`src/rtl/mod_counter_pkg.sv`:
```
// Shared definitions for the modulo up/down counter: parameter defaults, direction and
// mode encodings, and elaboration-time legality helpers.
package mod_counter_pkg;

    localparam int unsigned DefWidth    = 7;
    localparam int unsigned DefModulus  = 128;
    localparam int unsigned DefPrescale = 1;

    typedef enum logic {
        DirDown = 1'b0,
        DirUp   = 1'b1
    } dir_e;

    typedef enum logic {
        ModeWrap = 1'b0,
        ModeSat  = 1'b1
    } mode_e;

    // Winning action at a clock edge once rst is out of the way.
    typedef enum logic [1:0] {
        OpHold,
        OpStep,
        OpLoad,
        OpClear
    } op_e;

    function automatic bit modulus_ok(int unsigned width, int unsigned modulus);
        if (width < 1 || width > 31) begin
            return 1'b0;
        end
        return (modulus >= 32'd2) && (64'(modulus) <= (64'd1 << width));
    endfunction

    function automatic bit prescale_ok(int unsigned prescale);
        return prescale >= 32'd1;
    endfunction

endpackage

```
`src/rtl/mod_counter_if.sv`:
```
// Control and status bundle of the modulo counter; the counter is the slave side.
interface mod_counter_if #(
    parameter int unsigned WIDTH = mod_counter_pkg::DefWidth
);

    logic             en;
    logic             up;
    logic             sat;
    logic             clr;
    logic             load;
    logic [WIDTH-1:0] load_val;
    logic [WIDTH-1:0] count;
    logic             tc;

    modport master (
        output en, up, sat, clr, load, load_val,
        input  count, tc
    );

    modport slave (
        input  en, up, sat, clr, load, load_val,
        output count, tc
    );

endinterface

```
`src/rtl/mod_counter_prescale_tick.sv`:
```
// Enable prescaler: emits one tick per PRESCALE enabled cycles, no state when PRESCALE is 1.
module prescale_tick #(
    parameter int unsigned PRESCALE = 1
) (
    input  logic clk,
    input  logic rst,
    input  logic clr,
    input  logic en,
    output logic tick
);

    if (PRESCALE <= 1) begin : g_bypass
        logic unused_ctrl;
        assign unused_ctrl = ^{clk, rst, clr};
        assign tick        = en;
    end else begin : g_count
        localparam int unsigned PhaseWidth = $clog2(PRESCALE);
        localparam logic [PhaseWidth-1:0] PhaseLast = PhaseWidth'(PRESCALE - 1);

        logic [PhaseWidth-1:0] phase_q;
        logic [PhaseWidth-1:0] phase_d;

        always_comb begin
            phase_d = phase_q;
            if (clr) begin
                phase_d = '0;
            end else if (en) begin
                phase_d = (phase_q == PhaseLast) ? '0 : phase_q + 1'b1;
            end
        end

        always_ff @(posedge clk) begin
            if (rst) begin
                phase_q <= '0;
            end else begin
                phase_q <= phase_d;
            end
        end

        assign tick = en && (phase_q == PhaseLast);
    end

endmodule

```
`src/rtl/mod_counter.sv`:
```
// Modulo-MODULUS up/down counter with wrap or saturate mode, prescaled enable, clear and
// clamped load, plus a registered terminal-count pulse.
module mod_counter
    import mod_counter_pkg::*;
#(
    parameter int unsigned WIDTH    = DefWidth,
    parameter int unsigned MODULUS  = DefModulus,
    parameter int unsigned PRESCALE = DefPrescale
) (
    input logic          clk,
    input logic          rst,
    mod_counter_if.slave bus
);

    if (!modulus_ok(WIDTH, MODULUS)) begin : g_bad_modulus
        $error("mod_counter: MODULUS %0d illegal for WIDTH %0d", MODULUS, WIDTH);
    end
    if (!prescale_ok(PRESCALE)) begin : g_bad_prescale
        $error("mod_counter: PRESCALE %0d illegal", PRESCALE);
    end

    // One extra bit so MODULUS itself is representable when MODULUS == 2**WIDTH.
    localparam logic [WIDTH:0] ModulusExt = (WIDTH + 1)'(MODULUS);
    localparam logic [WIDTH:0] ModLast    = ModulusExt - 1'b1;

    logic             tick;
    op_e              op;
    dir_e             dir;
    mode_e            mode;
    logic [WIDTH-1:0] count_q;
    logic [WIDTH-1:0] count_d;
    logic             tc_q;
    logic             tc_d;
    logic [WIDTH:0]   cnt_ext;
    logic [WIDTH:0]   step_ext;
    logic [WIDTH:0]   load_ext;
    logic [WIDTH-1:0] load_clamped;
    logic [WIDTH-1:0] wrap_val;
    logic             at_bound;

    prescale_tick #(
        .PRESCALE(PRESCALE)
    ) u_prescale_tick (
        .clk (clk),
        .rst (rst),
        .clr (bus.clr),
        .en  (bus.en),
        .tick(tick)
    );

    assign dir  = dir_e'(bus.up);
    assign mode = mode_e'(bus.sat);

    always_comb begin
        op = OpHold;
        if (bus.clr) begin
            op = OpClear;
        end else if (bus.load) begin
            op = OpLoad;
        end else if (tick) begin
            op = OpStep;
        end
    end

    always_comb begin
        cnt_ext  = {1'b0, count_q};
        load_ext = {1'b0, bus.load_val};
        step_ext = (dir == DirUp) ? cnt_ext + 1'b1 : cnt_ext - 1'b1;
        // Up boundary is reached when the incremented value would equal MODULUS.
        at_bound = (dir == DirUp) ? (step_ext == ModulusExt) : (count_q == '0);
        wrap_val = (dir == DirUp) ? '0 : ModLast[WIDTH-1:0];
        load_clamped = (load_ext >= ModulusExt) ? ModLast[WIDTH-1:0] : bus.load_val;
    end

    always_comb begin
        count_d = count_q;
        tc_d    = 1'b0;
        unique case (op)
            OpClear: count_d = '0;
            OpLoad:  count_d = load_clamped;
            OpStep: begin
                tc_d = at_bound;
                if (!at_bound) begin
                    count_d = step_ext[WIDTH-1:0];
                end else if (mode == ModeWrap) begin
                    count_d = wrap_val;
                end
            end
            default: count_d = count_q;
        endcase
    end

    always_ff @(posedge clk) begin
        if (rst) begin
            count_q <= '0;
            tc_q    <= 1'b0;
        end else begin
            count_q <= count_d;
            tc_q    <= tc_d;
        end
    end

    assign bus.count = count_q;
    assign bus.tc    = tc_q;

endmodule

```
`src/flat_wrapper.sv`:
```
// flat-port wrapper written by rule: the top's interface ports become plain ports
module mod_counter_flat import mod_counter_pkg::*;
#(
    parameter int unsigned WIDTH    = DefWidth,
    parameter int unsigned MODULUS  = DefModulus,
    parameter int unsigned PRESCALE = DefPrescale
)
  (clk, rst, bus_en, bus_up, bus_sat, bus_clr, bus_load, bus_load_val, bus_count, bus_tc);
  mod_counter_if #(.WIDTH(WIDTH)) bus_i ();
  input logic clk;
  input logic rst;
  input wire logic [$bits(bus_i.en)-1:0] bus_en;
  input wire logic [$bits(bus_i.up)-1:0] bus_up;
  input wire logic [$bits(bus_i.sat)-1:0] bus_sat;
  input wire logic [$bits(bus_i.clr)-1:0] bus_clr;
  input wire logic [$bits(bus_i.load)-1:0] bus_load;
  input wire logic [$bits(bus_i.load_val)-1:0] bus_load_val;
  output wire logic [$bits(bus_i.count)-1:0] bus_count;
  output wire logic [$bits(bus_i.tc)-1:0] bus_tc;
  assign bus_i.en = bus_en;
  assign bus_i.up = bus_up;
  assign bus_i.sat = bus_sat;
  assign bus_i.clr = bus_clr;
  assign bus_i.load = bus_load;
  assign bus_i.load_val = bus_load_val;
  assign bus_count = bus_i.count;
  assign bus_tc = bus_i.tc;
  mod_counter #(.WIDTH(WIDTH), .MODULUS(MODULUS), .PRESCALE(PRESCALE)) u_core (.clk(clk), .rst(rst), .bus(bus_i));
endmodule
```
`config.mk`:
```
export PLATFORM = sky130hd
export DESIGN_NAME = mod_counter_flat
export DESIGN_NICKNAME = d
export VERILOG_FILES = /design/src/rtl/mod_counter_pkg.sv /design/src/rtl/mod_counter_if.sv /design/src/rtl/mod_counter_prescale_tick.sv /design/src/rtl/mod_counter.sv /design/src/flat_wrapper.sv
export SDC_FILE = /design/constraint.sdc
export NUM_CORES = 1
export LEC_CHECK = 0
export ABC_CLOCK_PERIOD_IN_PS = 4450
export CELL_PAD_IN_SITES_DETAIL_PLACEMENT = 1
export CELL_PAD_IN_SITES_GLOBAL_PLACEMENT = 1
export CORE_ASPECT_RATIO = 1.4
export CORE_MARGIN = 8
export CORE_UTILIZATION = 38
export DETAILED_ROUTE_END_ITERATION = 10
export PLACE_DENSITY_LB_ADDON = 0.15
export SETUP_SLACK_MARGIN = 0.1
export SLEW_MARGIN = 40
export SYNTH_ARGS = -nofsm -noshare
export SYNTH_HDL_FRONTEND = slang
export SYNTH_SLANG_ARGS = --single-unit
```
`constraint.sdc`:
```
create_clock -name clk -period 4.45 [get_ports clk]
set_input_delay 0.6675 -clock clk [delete_from_list [all_inputs] [get_ports clk]]
set_output_delay 0.6675 -clock clk [all_outputs]
set_load 0.01 [all_outputs]
```
==> impl_metrics.sql, run 1 <==
INSERT INTO impl_metrics (metric_group, metric, value, unit) VALUES
('timing', 'peak_clock_frequency_supported_by_timing', '0.3155', 'GHz'),
('critical_path', 'setup.worst_path.class', 'in -> reg', ''),
('timing', 'period_share', '71.24', '%'),
('critical_path', 'critical_path_arrival', '3.29', 'ns'),
('layout', 'syn_to_final_growth', '28.41', '%'),
('drt', 'drt_iter0_markers', '9', ''),
('critical_path', 'timing.critical_path.slowest_stage_cell', 'sky130_fd_sc_hd__clkdlybuf4s50_1', ''),
('synth', 'yosysSeqAreaShare', '18.00', '%'),
('clocking', 'max_buffers_root_to_sink', '2', ''),
('critical_path', 'path_delay_family', 'compound AO/OA/AOI/OAI gates', ''),
('critical_path', 'critical-path-max-stage-delay', '0.54', 'ns'),
('drt', 'drt_first_pass_iters', '4', ''),
('drt', 'wire_per_inst', '18.25', 'microns'),
('clocking', 'clk_transition_reported_paths', '0.05', 'ns'),
('drt', 'detail_route.drc_violations', '0', ''),
('clocking', 'numCtsBuffers', '3', ''),
('global_routing', 'grt_first_pass_wirelength', '4954', 'microns'),
('pwr', 'cellLeakagePower', '0.4612', 'nW'),
('critical_path', 'terminus_of_the_critical_flop_to_flop_path', 'u_core.bus.count[5]', ''),
('min_path', 'timing.hold.worst.start', 'u_core.bus.count[6]', ''),
('critical_path', 'critPathBufInv', '2', ''),
('drt', 'postRouteWirelength', '2884', 'microns'),
('run', 'drv_cap', '0', ''),
('floorplanning', 'start_util', '40.40', '%'),
('clocking', 'hold_buffers', '0', ''),
('critical_path', 'timing.critical_path.fanout_max', '6', ''),
('layout', 'layout-drive-gt1-share', '7.353', '%'),
('synth', 'syn-num-nets', '139', ''),
('pwr', 'p_per_area', '198.5', 'mW/mm^2'),
('timing', 'fin_tns_setup', '0', 'ns'),
('drt', 'drt.antenna.violating_nets', '0', ''),
('clocking', 'insertion_delay', '0.27', 'ns'),
('synth', 'number_of_enable_flip_flop_cells_after_synthesis', '0', ''),
('placement', 'dpl.hpwl', '2398', 'microns'),
('clocking', 'clock_root_buffer', 'sky130_fd_sc_hd__clkbuf_4', ''),
('timing', 'min_clock_period_post_route', '3.170', 'ns'),
('critical_path', 'crit_path_cell_trace', 'clkdlybuf4s50_1 -> inv_1 -> ha_1 -> or2b_1 -> a21oi_1 -> mux2i_1 -> nand4b_1 -> o21ai_0 -> o32ai_1', ''),
('min_path', 'hold_path_class', 'reg -> reg', ''),
('critical_path', 'endpoint_kind', 'flip-flop', ''),
('synth', 'syn-cell-area', '889.6', 'sq um'),
('synth', 'postSynth.asyncResetShare', '0', '%'),
('clocking', 'post-cts-setup-buffer-count', '0', ''),
('clocking', 'htree_num_levels', '1', ''),
('timing', 'final-max-slew-violation-count', '0', ''),
('pwr', 'ir_worst_vdd', '125.7', 'uV'),
('global_routing', 'sum_of_overflow_across_all_layers_after_global_routing', '0', ''),
('critical_path', 'crit_end', 'u_core.bus.count[5]', ''),
('timing', 'maxSlewHeadroom', '67.41', '%'),
('synth', 'postSynthCellCount', '114', ''),
('floorplanning', 'die-area', '0.004167', 'sq mm'),
('synth', 'ys_dominant_reg_cell', 'sky130_fd_sc_hd__dfxtp_1', ''),
('clocking', 'tritoncts_num_sinks', '8', ''),
('floorplanning', 'rows', '20', ''),
('layout', 'n_antenna_cell', '0', ''),
('clocking', 'cts_tree', 'built', ''),
('global_routing', 'first_global_vias', '1093', ''),
('synth', 'syn_avg_cell_area', '7.804', 'sq um'),
('critical_path', 'r2r.worst_path.cells', '8', ''),
('synth', 'number_of_distinct_library_cells_after_synthesis', '38', ''),
('outcome', 'outcome', 'finished, final reports clean', ''),
('timing', 'final_count_of_negative_setup_slack_endpoints', '0', ''),
('layout', 'num-fill-cells', '296', ''),
('global_routing', 'initial_antenna_violation_count', '0', ''),
('global_routing', 'maximum_number_of_pins_on_one_net_before_global_route_repair', '12', ''),
('drt', 'route.detailed.vias_per_inst', '5.854', ''),
('critical_path', 'timing.rr.start', 'u_core.bus.count[0]', ''),
('critical_path', 'crit_path_start', 'bus_up', ''),
('synth', 'yosysWarningCount', '0', ''),
('global_routing', 'groute.usage.overall', '14.52', '%'),
('timing', 'setup_repair_after_global_routing_missed_its_margin', 'false', ''),
('critical_path', 'timing.critical_path.required', '4.57', 'ns');
flip-flops by register name, summed over array words and instances, names as in the netlist:
register and cells:
u_core.bus.tc 1, u_core.bus.count 7
synthesized netlist by cell type, types with 2 or more instances:
cell / instances / area [sq um]
sky130_fd_sc_hd__mux2i_1: 5 / 50.05
sky130_fd_sc_hd__nand2_1: 6 / 22.52
sky130_fd_sc_hd__o21ai_0: 11 / 55.05
sky130_fd_sc_hd__nor2_1: 11 / 41.29
sky130_fd_sc_hd__o32ai_1: 3 / 26.28
sky130_fd_sc_hd__inv_1: 10 / 37.54
sky130_fd_sc_hd__clkbuf_1: 2 / 7.510
sky130_fd_sc_hd__and2_1: 3 / 18.77
sky130_fd_sc_hd__o2bb2ai_1: 2 / 17.52
sky130_fd_sc_hd__dfxtp_1: 8 / 160.2
sky130_fd_sc_hd__a21oi_1: 10 / 50.05
sky130_fd_sc_hd__xor2_1: 2 / 17.52
sky130_fd_sc_hd__ha_1: 10 / 125.1
sky130_fd_sc_hd__nand2b_1: 4 / 25.02
sky130_fd_sc_hd__nor4_1: 2 / 12.51
sky130_fd_sc_hd__nand3_1: 2 / 10.01
sky130_fd_sc_hd__or2_2: 2 / 12.51
cells by family (layout without fill, tap and decap cells):
| logic type | Yosys count | after routing | share of synthesized area, % |
|---|---|---|---|
| AND/OR/NAND/NOR | 38 | 38 | 23.49 |
| multiplexers | 5 | 5 | 5.626 |
| flip-flops | 8 | 8 | 18.00 |
| buffers and inverters | 12 | 34 | 5.064 |
| adder cells (fa/ha/maj) | 11 | 11 | 16.32 |
| XOR/XNOR | 3 | 3 | 2.954 |
| AO/OA/AOI/OAI | 37 | 37 | 28.55 |
how the worst min path moves through the flow:
stage                     cells past startpoint                   to  slack, ns
after floorplan                               2  u_core.bus.count[2]       0.52
after CTS                                     2  u_core.bus.count[6]       0.54
final                                         2  u_core.bus.count[6]       0.53
after detailed placement                      2  u_core.bus.count[6]       0.52
after global routing                          2  u_core.bus.count[2]       0.57
after global placement                        2  u_core.bus.count[6]       0.52
power by group:
group	switching [mW]	total (mW)	leakage [nW]	internal (mW)
Sequential	0.00374	0.0784	0.0649	0.0746
Combinational	0.0481	0.0894	0.383	0.0414
Clock	0.0279	0.0590	0.0138	0.0311
Total	0.0797	0.227	0.461	0.147
worst min-delay path, delay by kind of cell (launching register included):
| family | cells | cell delay (ns) |
|---|---|---|
| flip-flops | 1 | 0.33 |
| multiplexers | 1 | 0.06 |
| AND/OR/NAND/NOR | 1 | 0.08 |
per-layer routing:
metal / vias to the layer above / global-route usage [%] / part of all wire [%]
met5: - / 0 / 0
met4: 0 / 7.068 / 2.4
met3: 7 / 1.552 / 2.3
met2: 23 / 28.30 / 54
met1: 433 / 14.51 / 41
li1: 462 / - / -
layout make-up:
| cell class | instances | area [sq um] | area share [%] |
|---|---|---|---|
| inverter | 10 | 37.54 | 3.286 |
| multi-input combinational | 94 | 684.4 | 59.91 |
| sequential | 8 | 160.2 | 14.02 |
| tap | 22 | 27.53 | 2.410 |
| clock buffer | 3 | 22.52 | 1.972 |
| timing repair buffer | 21 | 210.2 | 18.40 |
metrics by stage:
step                      utilization, %  setup WS [ns]  total power, mW  cell area [sq um]  cells
after floorplan                        -          1.982           0.1341              889.6    114
after global placement             50.85          1.074           0.1665               1120    155
after detailed placement           50.85          1.018           0.1684               1120    155
after CTS                          51.88          1.267           0.2266               1142    158
after global routing               51.88          1.004           0.2373               1142    158
final                              51.88          1.280           0.2268               1142    158
Power figures use the tool's default switching activity.
==> run 2, diff against run 1 <==
- ABC_CLOCK_PERIOD_IN_PS: 4450 -> 3100
- CORE_UTILIZATION: 38 -> 35
- clock period: 4.45 -> 3.1 ns (I/O delays scaled with it)
==> run 2 against run 1 <==
Register-to-register slack got worse by 1.4 ns. Final cell count increased by 11%. Cell area is 4.6% higher. Clock skew shrank 0.0039 ns. Sequential power increased by 44%. Non-clock buffer count grew 5. Largest power group unchanged. Via count rose by 3.9%. Combinational power up 51%. Critical path type unchanged.
==> impl_metrics.sql, run 2 (synthesis results as in run 1) <==
INSERT INTO impl_metrics (metric_group, metric, value, unit) VALUES
('pwr', 'ir_worst_vdd', '198.9', 'uV'),
('floorplanning', 'pin_count', '22', ''),
('floorplanning', 'rows', '21', ''),
('critical_path', 'setup.worst_path.class', 'in -> reg', ''),
('layout', 'layout-drive-gt1-share', '11.35', '%'),
('run', 'drv_cap', '0', ''),
('layout', 'fin_area', '0.001195', 'sq mm'),
('placement', 'dp_worst_setup_slack', '-0.09837', 'ns'),
('layout', 'largest_register_ffs', '7', ''),
('critical_path', 'crit_path_start', 'bus_up', ''),
('global_routing', 'initial_antenna_violation_count', '0', ''),
('placement', 'dpl.hpwl', '2406', 'microns'),
('placement', 'port_buffers', '21', ''),
('drt', 'route.detailed.vias_per_inst', '5.491', ''),
('floorplanning', 'die_h', '75.65', 'microns'),
('timing', 'min_clock_period_post_route', '2.977', 'ns'),
('drt', 'drt_first_pass_iters', '3', ''),
('floorplanning', 'fp.coreArea', '0.002417', 'sq mm'),
('timing', 'worst_pin_slew', '0.4333', 'ns'),
('pwr', 'power', '0.3255', 'mW'),
('timing', 'setup_repair_after_global_routing_missed_its_margin', 'false', ''),
('critical_path', 'endpoint_kind', 'flip-flop', ''),
('drt', 'num_vias', '961', ''),
('min_path', 'hold-path-cell-count', '2', ''),
('layout', 'n_antenna_cell', '0', ''),
('drt', 'wire_per_inst', '16.16', 'microns'),
('critical_path', 'crit_path_cell_trace', 'clkdlybuf4s50_1 -> inv_1 -> ha_1 -> or2b_1 -> a21oi_1 -> mux2i_1 -> nand4b_1 -> o21ba_2 -> o32ai_1', ''),
('drt', 'detail_route.drc_violations', '0', ''),
('timing', 'finClkSkew', '0.003089', 'ns'),
('global_routing', 'first_global_vias', '1096', ''),
('clocking', 'cts_tree', 'built', ''),
('timing', 'fin_tns_setup', '0', 'ns'),
('timing', 'period_share', '96.03', '%'),
('critical_path', 'critical-path-max-stage-delay', '0.52', 'ns'),
('critical_path', 'timing.critical_path.fanout_max', '6', ''),
('timing', 'peak_clock_frequency_supported_by_timing', '0.3359', 'GHz'),
('floorplanning', 'die-area', '0.004434', 'sq mm'),
('clocking', 'max_buffers_root_to_sink', '2', ''),
('layout', 'num-fill-cells', '318', ''),
('critical_path', 'timing.reg2reg.setup_slack', '0.36', 'ns'),
('floorplanning', 'die-width', '58.61', 'microns'),
('drt', 'maxUsedRoutingLayer', 'met4', ''),
('critical_path', 'critical_path_start_type', 'primary input', ''),
('critical_path', 'crit_end', 'u_core.bus.count[1]', ''),
('global_routing', 'sum_of_overflow_across_all_layers_after_global_routing', '0', ''),
('critical_path', 'critPathBufInv', '2', ''),
('global_routing', 'groute.usage.overall', '13.88', '%'),
('timing', 'fin_hold_ws', '0.5393', 'ns'),
('pwr', 'p_per_area', '272.4', 'mW/mm^2'),
('drt', 'postRouteWirelength', '2828', 'microns'),
('critical_path', 'path_delay_family', 'compound AO/OA/AOI/OAI gates', ''),
('clocking', 'clock_root_buffer', 'sky130_fd_sc_hd__clkbuf_4', ''),
('layout', 'mostFrequentLayoutCells', 'sky130_fd_sc_hd__clkdlybuf4s50_1 (21), sky130_fd_sc_hd__nor2_1 (11)', ''),
('floorplanning', 'start_util', '36.80', '%'),
('layout', 'syn_to_final_growth', '34.32', '%'),
('timing', 'timing.final.ws_setup', '0.1229', 'ns'),
('critical_path', 'timing.rr.start', 'u_core.bus.count[0]', ''),
('drt', 'detailroute.wirelength.met3', '40', 'microns'),
('clocking', 'hold_buffers', '0', ''),
('drt', 'm1WireLength', '1181', 'microns'),
('outcome', 'outcome', 'finished, final reports clean', ''),
('drt', 'met2_wirelength', '1525', 'microns'),
('critical_path', 'r2r.worst_path.cells', '8', ''),
('layout', 'most_frequent_standard_cell_in_the_layout_excluding_fill_and_tap_cells', 'sky130_fd_sc_hd__clkdlybuf4s50_1', ''),
('timing', 'final-max-slew-violation-count', '0', ''),
('critical_path', 'critical_path_arrival', '3.13', 'ns'),
('placement', 'placedInstanceArea', '0.001157', 'sq mm'),
('timing', 'timing.final.hold_violations', '0', ''),
('timing', 'final_count_of_negative_setup_slack_endpoints', '0', ''),
('clocking', 'clk_transition_reported_paths', '0.05', 'ns'),
('critical_path', 'cp.depth', '9', ''),
('critical_path', 'timing.critical_path.required', '3.25', 'ns'),
('pwr', 'cellLeakagePower', '0.4835', 'nW'),
('min_path', 'hold_path_class', 'reg -> reg', ''),
('drt', 'drt_iter0_markers', '4', ''),
('clocking', 'numCtsBuffers', '3', ''),
('drt', 'drt.antenna.violating_nets', '0', ''),
('placement', 'routabilityCongestion', '0.8984', ''),
('global_routing', 'grt_first_pass_wirelength', '4912', 'microns'),
('global_routing', 'maximum_number_of_pins_on_one_net_before_global_route_repair', '12', ''),
('clocking', 'insertion_delay', '0.25', 'ns'),
('critical_path', 'terminus_of_the_critical_flop_to_flop_path', 'u_core.bus.count[1]', ''),
('critical_path', 'timing.critical_path.slowest_stage_cell', 'sky130_fd_sc_hd__clkdlybuf4s50_1', ''),
('clocking', 'htree_num_levels', '1', ''),
('timing', 'maxSlewHeadroom', '70.85', '%'),
('clocking', 'tritoncts_num_sinks', '8', ''),
('layout', 'nets', '168', '');
run 2: changes by cell type in the layout (fill, tap and decap cells not counted):
cell / change
sky130_fd_sc_hd__o21ba_2: +1
sky130_fd_sc_hd__o21ai_0: -1
sky130_fd_sc_hd__o21ba_1: -1
sky130_fd_sc_hd__o21ai_1: +1
sky130_fd_sc_hd__buf_4: +5
run 2: layout make-up:
| cell class | instances | area (sq um) | area share, % |
|---|---|---|---|
| clock buffer | 3 | 22.52 | 1.885 |
| multi-input combinational | 94 | 684.4 | 57.28 |
| timing repair buffer | 26 | 247.7 | 20.73 |
| sequential | 8 | 160.2 | 13.40 |
| tap | 34 | 42.54 | 3.560 |
| inverter | 10 | 37.54 | 3.141 |
run 2: how the worst min path moves through the flow:
stage	from	to	slack, ns
6_report	u_core.bus.count[2]	u_core.bus.count[2]	0.54
4_1_cts	u_core.bus.count[2]	u_core.bus.count[2]	0.55
3_3_place_gp	u_core.bus.count[2]	u_core.bus.count[2]	0.52
2_1_floorplan	u_core.bus.count[2]	u_core.bus.count[2]	0.52
5_1_grt	u_core.bus.count[2]	u_core.bus.count[2]	0.56
3_5_place_dp	u_core.bus.count[2]	u_core.bus.count[2]	0.54
run 2: power breakdown:
group / switching, mW / internal (mW)
registers: 0.00533 / 0.107
logic: 0.0701 / 0.0648
clock network: 0.0339 / 0.0442
total: 0.109 / 0.216
run 2: metal layers:
metal	GRT usage, %	vias up
met5	0	-
met2	26.94	16
met4	6.933	0
met3	1.351	7
met1	14.35	466
li1	-	472
run 2: timing repair:
| action | in CTS | in global routing |
|---|---|---|
| setup endpoints to repair | 0 | 7 |
| buffers inserted | 0 | 2 |
| resized for setup | 0 | 2 |
run 2: worst register-to-register path: stages (launching register included):
cell and delay [ns]:
sky130_fd_sc_hd__dfxtp_1 0.44, sky130_fd_sc_hd__inv_1 0.12, sky130_fd_sc_hd__fa_1 0.47, sky130_fd_sc_hd__or2b_1 0.29, sky130_fd_sc_hd__a21oi_1 0.18, sky130_fd_sc_hd__mux2i_1 0.29
sky130_fd_sc_hd__nand4b_1 0.28, sky130_fd_sc_hd__o21ba_2 0.33, sky130_fd_sc_hd__o32ai_1 0.25
run 2: through the flow:
| stage | cells | util (%) |
|---|---|---|
| finish | 175 | 49.43 |
| global route | 175 | 49.43 |
| CTS | 173 | 48.81 |
| detailed placement | 170 | 47.88 |
| global placement | 170 | 47.88 |
| floorplan | 114 | - |
